**config.mk**
```make
export PLATFORM = sky130hd
export DESIGN_NAME = divider_16bit_mul_check_flat
export DESIGN_NICKNAME = d
export VERILOG_FILES = /design/src/rtl/divider_16bit_mul_check_if.sv /design/src/rtl/divider_16bit_mul_check.sv /design/src/flat_wrapper.sv
export SDC_FILE = /design/constraint.sdc
export NUM_CORES = 1
export LEC_CHECK = 0
export BUFFER_PORTS_ARGS = -buffer_cell sky130_fd_sc_hd__buf_2
export CAP_MARGIN = 20
export CORE_ASPECT_RATIO = 1.25
export CORE_MARGIN = 2
export CORE_UTILIZATION = 46
export DETAILED_ROUTE_END_ITERATION = 10
export PLACE_DENSITY = 0.69
export REMOVE_ABC_BUFFERS = 1
export SYNTH_ARGS = -nofsm -noshare
export SYNTH_HDL_FRONTEND = slang
export SYNTH_SLANG_ARGS = --single-unit
```
**constraint.sdc**
```tcl
create_clock -name clk -period 3.2 [get_ports clk]
set_clock_uncertainty 0.05 [all_clocks]
set_input_delay 0.32 -clock clk [delete_from_list [all_inputs] [get_ports clk]]
set_output_delay 0.32 -clock clk [all_outputs]
set_load 0.01 [all_outputs]
```
**src/rtl/divider_16bit_mul_check_if.sv**
```systemverilog
// Handshake bundle for the multiply-back check stage: operand side
// (quotient/divisor/remainder/expected dividend) and result side.
interface divider_16bit_mul_check_if #(
    parameter int Q_W = 16,
    parameter int B_W = 8
);
    logic               in_valid;
    logic               in_ready;
    logic [Q_W-1:0]     quotient;
    logic [B_W-1:0]     divisor;
    logic [Q_W-1:0]     remainder;
    logic [Q_W-1:0]     dividend;
    logic               out_valid;
    logic               out_ready;
    logic [Q_W+B_W-1:0] result;
    logic               match;

    modport master (
        output in_valid, quotient, divisor, remainder, dividend, out_ready,
        input  in_ready, out_valid, result, match
    );

    modport slave (
        input  in_valid, quotient, divisor, remainder, dividend, out_ready,
        output in_ready, out_valid, result, match
    );
endinterface

```
**src/rtl/divider_16bit_mul_check.sv**
```systemverilog
// Rebuilds a dividend as quotient*divisor + remainder with an iterative
// shift-add (one divisor bit per cycle, fixed latency) and flags whether
// it equals the supplied expected dividend.
module divider_16bit_mul_check #(
    parameter int Q_W = 16,
    parameter int B_W = 8
) (
    input logic clk,
    input logic rst,
    divider_16bit_mul_check_if.slave bus
);
    localparam int A_W   = Q_W + B_W;
    localparam int CNT_W = $clog2(B_W + 1);

    typedef enum logic [1:0] {IDLE, BUSY, DONE} state_t;

    state_t           state, state_next;
    logic [A_W-1:0]   acc, mcand, acc_sum, result_q;
    logic [B_W-1:0]   mplier;
    logic [Q_W-1:0]   exp_q;
    logic [CNT_W-1:0] count;
    logic             match_q;
    logic             accept, last_iter;

    assign accept    = (state == IDLE) && bus.in_valid;
    assign last_iter = (count == CNT_W'(B_W - 1));
    // Partial product step for the current multiplier bit.
    assign acc_sum   = mplier[0] ? (acc + mcand) : acc;

    assign bus.result = result_q;
    assign bus.match  = match_q;

    // State register.
    always_ff @(posedge clk) begin
        if (rst) state <= IDLE;
        else     state <= state_next;
    end

    // Next-state and handshake outputs.
    always_comb begin
        state_next    = state;
        bus.in_ready  = 1'b0;
        bus.out_valid = 1'b0;
        case (state)
            IDLE: begin
                bus.in_ready = 1'b1;
                if (bus.in_valid) state_next = BUSY;
            end
            BUSY: begin
                if (last_iter) state_next = DONE;
            end
            DONE: begin
                bus.out_valid = 1'b1;
                if (bus.out_ready) state_next = IDLE;
            end
            default: state_next = IDLE;
        endcase
    end

    // Operand capture, shift-add iteration and result/match latch.
    always_ff @(posedge clk) begin
        if (rst) begin
            acc      <= '0;
            mcand    <= '0;
            mplier   <= '0;
            exp_q    <= '0;
            count    <= '0;
            result_q <= '0;
            match_q  <= 1'b0;
        end else begin
            case (state)
                IDLE: begin
                    if (accept) begin
                        acc    <= A_W'(bus.remainder);
                        mcand  <= A_W'(bus.quotient);
                        mplier <= bus.divisor;
                        exp_q  <= bus.dividend;
                        count  <= '0;
                    end
                end
                BUSY: begin
                    acc    <= acc_sum;
                    mcand  <= mcand << 1;
                    mplier <= mplier >> 1;
                    count  <= count + CNT_W'(1);
                    // Result is latched on the final step so it holds
                    // through DONE and afterwards until the next finish.
                    if (last_iter) begin
                        result_q <= acc_sum;
                        match_q  <= (acc_sum == {{B_W{1'b0}}, exp_q});
                    end
                end
                default: ;
            endcase
        end
    end
endmodule

```
**src/flat_wrapper.sv**
```systemverilog
// flat-port wrapper written by rule: the top's interface ports become plain ports
module divider_16bit_mul_check_flat 
#(
    parameter int Q_W = 16,
    parameter int B_W = 8
)
  (clk, rst, bus_in_valid, bus_quotient, bus_divisor, bus_remainder, bus_dividend, bus_out_ready, bus_in_ready, bus_out_valid, bus_result, bus_match);
  divider_16bit_mul_check_if #(.Q_W(Q_W), .B_W(B_W)) bus_i ();
  input logic clk;
  input logic rst;
  input wire logic [$bits(bus_i.in_valid)-1:0] bus_in_valid;
  input wire logic [$bits(bus_i.quotient)-1:0] bus_quotient;
  input wire logic [$bits(bus_i.divisor)-1:0] bus_divisor;
  input wire logic [$bits(bus_i.remainder)-1:0] bus_remainder;
  input wire logic [$bits(bus_i.dividend)-1:0] bus_dividend;
  input wire logic [$bits(bus_i.out_ready)-1:0] bus_out_ready;
  output wire logic [$bits(bus_i.in_ready)-1:0] bus_in_ready;
  output wire logic [$bits(bus_i.out_valid)-1:0] bus_out_valid;
  output wire logic [$bits(bus_i.result)-1:0] bus_result;
  output wire logic [$bits(bus_i.match)-1:0] bus_match;
  assign bus_i.in_valid = bus_in_valid;
  assign bus_i.quotient = bus_quotient;
  assign bus_i.divisor = bus_divisor;
  assign bus_i.remainder = bus_remainder;
  assign bus_i.dividend = bus_dividend;
  assign bus_i.out_ready = bus_out_ready;
  assign bus_in_ready = bus_i.in_ready;
  assign bus_out_valid = bus_i.out_valid;
  assign bus_result = bus_i.result;
  assign bus_match = bus_i.match;
  divider_16bit_mul_check #(.Q_W(Q_W), .B_W(B_W)) u_core (.clk(clk), .rst(rst), .bus(bus_i));
endmodule
```
==> impl_metrics.csv, run 1 <==
group,metric,value,unit
sta,hold_viol,0,
synthesis,synthFlopType,"dfxtp_1",
synthesis,synth_edf_count,0,
floorplanning,dieArea,14100,um^2
grt,grt_use_total,26.1,%
floorplanning,die_h,132,um
clocking,clock_latency,360,ps
setup_path,crit_fanout,6,
clocking,clock_sinks,103,
power_and_ir_drop,vdd_drop_max,0.241,mV
detailed_routing,ant_nets,0,
placed_design,dp_cells,987,
setup_path,worst-setup-path-type,"register to register",
grt,grt_start_max_net_pins,92,
floorplanning,core,12800,um^2
setup_path,arrival,3260,ps
detailed_routing,drc,0,
grt,antenna_found_initial,0,
run,cap_violations,0,
layout,syn_to_final_growth,15.6,%
floorplanning,io_pins,87,
grt,grt-ovfl-total,0,
synthesis,synthCells,765,
synthesis,yosysSeqAreaShare,34.0,%
status,outcome,"completed",
placed_design,place_hpwl,13.1,mm
synthesis,synth_area,6060,um^2
synthesis,syn_avg_cell_area,7.92,um^2
floorplanning,start_util,47.4,%
detailed_routing,wire_per_inst,17.8,um
detailed_routing,routed_via_density,5.91,
clocking,root_buffer,"clkbuf_16",
clocking,numCtsBuffers,9,
worst_hold_path,hold_class,"input pin to register",
synthesis,yosysWarnings,0,
sta,worstMarginPinSlew,949,ps
grt,grt_pass1_wl,29.4,mm
synthesis,yosysUniqueCellTypes,70,
sta,rsz0062_at_grt,"false",
setup_path,cp.required,3450,ps
sta,setup_violations,0,
sta,slew_headroom,36.7,%
sta,finalCritPeriodShare,94.2,%
setup_path,rr_worst_depth,13,
clocking,cts_hold_buf,0,
power_and_ir_drop,cellLeakagePower,2.76,nW
setup_path,crit_start,"u_core.mcand[0]$_SDFFE_PP0P_",
layout,nFillCells,1226,
setup_path,r2r-end,"u_core.bus.match$_SDFFE_PP0P_",
layout,drive_above_1_share,18.4,%
setup_path,setup.worst_path.end,"u_core.bus.match$_SDFFE_PP0P_",
clocking,clockBufferDepth,2,
clocking,path_clk_slew,70,ps
synthesis,synth-seq-cells,103,
sta,slew_violations,0,
sta,fin_tns_setup,0,ps
setup_path,rrSetupSlack,180,ps
clocking,cts_tree,"yes",
setup_path,critPathLaunchType,"register",
detailed_routing,drt-initial-drc-count,360,
setup_path,endpoint_kind,"register",
layout,fin_cells,1006,
layout,fin_util,54.8,%
synthesis,ys_async_sr_fraction,0,%
floorplanning,die_w,107,um
sta,whs,147,ps
layout,fin_nets,918,
grt,grt_pass1_vias,5834,
floorplanning,placementRows,46,
setup_path,r2r-start,"u_core.mcand[0]$_SDFFE_PP0P_",
sta,max_freq,332,MHz
power_and_ir_drop,power.density,441,nW/um^2
layout,diodes,0,
placed_design,io_buffers,86,
detailed_routing,vias,5945,
detailed_routing,firstDrtPassIters,6,
power_and_ir_drop,finalPower,3.09,mW
placed_design,routabilityCongestion,0.951,
sta,period_needed,3020,ps
clocking,h-tree-depth,3,
detailed_routing,drt-total-wl,17.9,mm
[cell usage after synthesis (2+ instances only)]
cell	count	area share, %
o21bai_1	4	0.50
xnor2_1	25	3.6
clkbuf_1	46	2.9
a31oi_2	2	0.41
a21o_1	5	0.62
o21a_1	6	0.74
dfxtp_1	103	34
nand3_1	24	2.0
buf_2	6	0.50
a221oi_1	14	2.0
a21oi_2	2	0.29
xor2_1	9	1.3
mux2i_1	13	2.1
or3_1	4	0.41
and4_1	3	0.43
o21ai_0	19	1.6
o2111ai_1	2	0.29
buf_1	4	0.25
or3b_2	2	0.29
inv_1	4	0.25
and3_1	7	0.72
xnor3_1	2	0.74
nand2b_1	10	1.0
o31a_1	2	0.29
and3b_1	2	0.29
nor3_1	18	1.5
a211oi_2	4	0.83
nor4_1	4	0.41
o21ai_1	6	0.50
ha_1	24	5.0
nor2b_1	8	0.83
nor4b_1	2	0.29
o211ai_1	7	0.87
a31oi_1	12	1.2
a22oi_1	27	3.3
a21oi_1	80	6.6
and2_1	4	0.41
nand4_1	5	0.52
nand2_1	103	6.4
a2111oi_0	3	0.43
a211oi_1	23	2.9
nand3b_1	6	0.74
nor2_1	82	5.1
[where the power goes]
group | total [mW] | internal [mW] | switching (mW) | leakage, nW
clock | 1.14 | 0.631 | 0.512 | 0.149
combinational | 0.558 | 0.228 | 0.330 | 1.78
sequential | 1.39 | 1.33 | 0.0566 | 0.839
total | 3.09 | 2.19 | 0.899 | 2.76
[worst max-delay path: stages (launching register included)]
cell,delay [ps]
dfxtp_1,330
ha_1,250
fa_2,390
a211oi_2,230
o21a_2,240
buf_4,140
buf_4,110
o21ai_1,110
mux2i_1,150
o21ai_0,260
and4_1,260
and4_1,210
nand4bb_1,110
o21ai_1,120
[worst min-delay path by stage]
stage,end,slack [ps],cells past startpoint,start
final,u_core.mplier[7]$_SDFFE_PP0P_,150,3,bus_divisor[7]
after global routing,u_core.exp_q[11]$_SDFFE_PP0P_,150,3,bus_dividend[11]
after CTS,u_core.exp_q[1]$_SDFFE_PP0P_,130,3,bus_dividend[1]
after detailed placement,u_core.mplier[1]$_SDFFE_PP0P_,400,2,u_core.mplier[1]$_SDFFE_PP0P_
after global placement,u_core.mplier[1]$_SDFFE_PP0P_,390,2,u_core.mplier[1]$_SDFFE_PP0P_
after floorplan,u_core.acc[11]$_SDFFE_PP0P_,340,1,rst
[registers in the layout (all words and copies together), names as in the netlist]
name and flops:
u_core.state 2, u_core.count 4, u_core.bus.result 24, u_core.mplier 8, u_core.bus.match 1, u_core.acc 24
u_core.mcand 24, u_core.exp_q 16
[cell usage in the layout (no fill, tap or decap), types with 7 or more instances in the layout]
cell / count
a31oi_1: 12
buf_4: 30
nor2_1: 81
and3_1: 7
a211oi_1: 23
ha_1: 24
o211ai_1: 7
nor2b_1: 7
xor2_1: 9
nand3_1: 24
clkbuf_16: 9
mux2i_1: 12
a22oi_1: 27
a221oi_1: 14
dfxtp_1: 103
buf_2: 85
o21ai_0: 19
nand2b_1: 10
nand2_1: 103
nor3_1: 18
a21oi_1: 80
xnor2_1: 25
[metrics by stage]
stage | area (um^2) | setup slack, ps
4_1_cts | 6970 | 74.2
2_1_floorplan | 5820 | -557
3_5_place_dp | 6670 | 73.7
6_report | 7000 | 184
3_3_place_gp | 6670 | 124
5_1_grt | 7000 | 17.4
[per-layer routing]
layer | vias up | global-route usage [%] | part of all wire [%]
li1 | 2913 | - | -
met4 | 0 | 13.1 | 3.5
met2 | 162 | 45.6 | 52
met1 | 2833 | 31.1 | 41
met3 | 37 | 3.16 | 3.5
met5 | - | 0 | 0
[cell type report]
| class | count | area, um^2 | share of cell area [%] |
|---|---|---|---|
| Clock buffer | 10 | 239 | 3.41 |
| Multi-Input combinational cell | 599 | 3760 | 53.7 |
| Sequential cell | 103 | 2060 | 29.4 |
| Inverter | 5 | 18.8 | 0.268 |
| Clock inverter | 6 | 65.1 | 0.929 |
| Tap cell | 168 | 210 | 3.00 |
| Timing Repair Buffer | 115 | 651 | 9.29 |
[what timing repair did]
action	CTS	global route
buffers inserted	0	3
resized for setup	0	3
setup endpoints to repair	0	2
[kinds of logic after synthesis]
group / count (synthesis) / synth area share, %
AO/OA/AOI/OAI: 231 / 25.9
XOR/XNOR: 36 / 5.66
adder cells (fa/ha/maj): 25 / 5.29
buffers and inverters: 63 / 4.21
flip-flops: 103 / 34.0
multiplexers: 13 / 2.15
AND/OR/NAND/NOR: 294 / 22.7
(Power assumes the default switching activity.)
==> run 2, diff against run 1 <==
--- a/config.mk
+++ b/config.mk
@@ -9,9 +9,9 @@
 export CAP_MARGIN = 20
 export CORE_ASPECT_RATIO = 1.25
 export CORE_MARGIN = 2
-export CORE_UTILIZATION = 46
+export CORE_UTILIZATION = 52
 export DETAILED_ROUTE_END_ITERATION = 10
-export PLACE_DENSITY = 0.69
+export PLACE_DENSITY = 0.79
 export REMOVE_ABC_BUFFERS = 1
 export SYNTH_ARGS = -nofsm -noshare
 export SYNTH_HDL_FRONTEND = slang
==> constraint.sdc (replaced) <==
create_clock -name clk -period 2.5 [get_ports clk]
set_clock_uncertainty 0.05 [all_clocks]
set_input_delay 0.25 -clock clk [delete_from_list [all_inputs] [get_ports clk]]
set_output_delay 0.25 -clock clk [all_outputs]
set_load 0.01 [all_outputs]
==> impl_metrics.csv, run 2 (synthesized netlist as in run 1, its figures left out) <==
group,metric,value,unit
floorplanning,core,11500,um^2
grt,grt_pass1_wl,30.6,mm
detailed_routing,ant_nets,0,
setup_path,endpoint_kind,"register",
sta,period_needed,2890,ps
detailed_routing,routed_via_density,6.11,
floorplanning,io_pins,87,
layout,seq_area,2080,um^2
detailed_routing,vias,6733,
power_and_ir_drop,power.internal,2.99,mW
floorplanning,dieArea,12500,um^2
detailed_routing,drt-initial-drc-count,480,
detailed_routing,wire_per_inst,18.6,um
detailed_routing,drc,0,
setup_path,cp_slowest_cell,"fa_2",
setup_path,arrival,3130,ps
layout,nFillCells,799,
grt,antenna_found_initial,0,
setup_path,worstPathCellList,"ha_4 -> fa_2 -> a211oi_2 -> o21a_2 -> a21oi_4 -> o41ai_4 -> xnor3_1 -> nor4_4 -> o21ai_1 -> nand4bb_1 -> o21ai_1",
layout,drive_above_1_share,37.6,%
layout,multiInputGateArea,4310,um^2
clocking,clock_sinks,103,
sta,setup_violations,17,
placed_design,io_buffers,86,
clocking,numCtsBuffers,9,
layout,fin_cells,1102,
clocking,cts_hold_buf,0,
power_and_ir_drop,vdd_drop_max,0.424,mV
grt,grt_start_max_net_pins,54,
setup_path,worst-path-buf-inv,0,
worst_hold_path,hold_class,"input pin to register",
clocking,root_buffer,"clkbuf_16",
layout,syn_to_final_growth,41.5,%
setup_path,slowest_delay,370,ps
layout,layout_commonest_cell,"buf_4",
sta,max_freq,346,MHz
sta,rsz0062_at_grt,"true",
detailed_routing,firstDrtPassIters,5,
power_and_ir_drop,swShare,30.2,%
sta,setup_ws,-389,ps
placed_design,dp_cells,1068,
floorplanning,placementRows,44,
sta,whs,70.9,ps
power_and_ir_drop,power.density,500,nW/um^2
status,violations,"setup timing",
clocking,clock_latency,350,ps
power_and_ir_drop,sequentialPowerShare,41.4,%
grt,grt_use_total,30.4,%
floorplanning,die_h,125,um
grt,grt-ovfl-total,0,
clocking,path_clk_slew,80,ps
setup_path,cpLargestDelayFamily,"compound AO/OA/AOI/OAI gates",
power_and_ir_drop,netSwitchingPower,1.29,mW
layout,layout_common_cells,"140 x buf_4, 101 x nand2_1, 90 x dfxtp_1",
setup_path,cp.required,2740,ps
sta,slew_headroom,57.3,%
sta,hold_viol,0,
power_and_ir_drop,p_clk_share,34.8,%
setup_path,crit_top_cell,"o21ai_1",
run,cap_violations,0,
clocking,clockBufferDepth,2,
layout,diodes,0,
sta,slew_violations,0,
setup_path,critPathLaunchType,"register",
grt,grt_pass1_vias,6509,
placed_design,place_hpwl,12.7,mm
floorplanning,die_w,101,um
floorplanning,start_util,52.6,%
clocking,h-tree-depth,3,
setup_path,crit_fanout,3,
power_and_ir_drop,combPwrFrac,23.8,%
status,outcome,"finished with violations",
placed_design,routabilityCongestion,0.935,
placed_design,preCtsSetupSlack,-468,ps
sta,finalCritPeriodShare,116,%
power_and_ir_drop,cellLeakagePower,3.49,nW
layout,fin_nets,1044,
setup_path,worst-setup-path-type,"register to register",
detailed_routing,drt-total-wl,20.5,mm
clocking,cts_tree,"yes",
sta,worstMarginPinSlew,640,ps
-- run 2: cell count changes in the layout (fill, tap and decap cells not counted), moves of 7 or more --
cell	previous run	this run
buf_4	30	140
buf_6	0	14
dfxtp_1	103	90
a211oi_1	23	11
dfxtp_2	0	12
ha_1	24	12
ha_4	0	11
a211oi_2	4	14
a221oi_1	14	7
a221oi_2	0	7
-- run 2: cell type report --
cell class / count / share of cell area, %
multi-input cells: 599 / 50.3
flip-flops and latches: 103 / 24.3
repair buffers: 241 / 19.5
clock buffers: 9 / 2.63
well taps: 138 / 2.01
clock inverters: 7 / 1.01
inverters: 5 / 0.219
-- run 2: repair_timing --
item,CTS,global route
setup endpoints to repair,34,38
pin swaps,28,29
buffers inserted,13,12
resized for setup,50,73
-- run 2: metal layers --
metal / part of all wire (%) / global-route usage, % / vias to the layer above
met5: 0 / 0 / -
met1: 38 / 35.1 / 3207
met4: 4.6 / 14.5 / 0
li1: - / - / 3154
met3: 5.5 / 4.15 / 74
met2: 51 / 54.2 / 298
-- run 2: power groups by stage --
stage / sequential [mW] / clock [mW] / combinational (mW)
floorplan: 1.80 / 0 / 0.444
global placement: 1.79 / 0 / 0.862
detailed placement: 1.79 / 0 / 0.872
CTS: 1.76 / 1.49 / 0.917
global route: 1.78 / 1.56 / 1.09
finish: 1.77 / 1.49 / 1.02
-- run 2: worst paths after layout --
path | start | to | slack (ps) | cells past startpoint
worst max-delay path | u_core.mcand[0]$_SDFFE_PP0P_ | u_core.bus.match$_SDFFE_PP0P_ | -390 | 11
worst min-delay path | bus_quotient[0] | u_core.mcand[0]$_SDFFE_PP0P_ | 70 | 3
worst max register to register | u_core.mcand[0]$_SDFFE_PP0P_ | u_core.bus.match$_SDFFE_PP0P_ | -390 | 11
worst min register to register | u_core.mplier[1]$_SDFFE_PP0P_ | u_core.mplier[1]$_SDFFE_PP0P_ | 410 | 2
-- run 2: metrics by stage --
stage | utilization [%] | total power, mW | instance area, um^2 | TNS (ps)
after global routing | 74.5 | 4.43 | 8570 | -4590
after global placement | 65.1 | 2.65 | 7490 | -5120
after CTS | 70.6 | 4.17 | 8120 | -2390
final | 74.5 | 4.28 | 8570 | -2430
after detailed placement | 65.1 | 2.66 | 7490 | -6360
after floorplan | - | 2.24 | 5820 | -59430
-- run 2: tightest hold or removal path: cells and delay by family --
family	cells	cell delay, ps
AOI/OAI and AO/OA	1	50
buffers and inverters	1	90
and+or+nand+nor	1	40
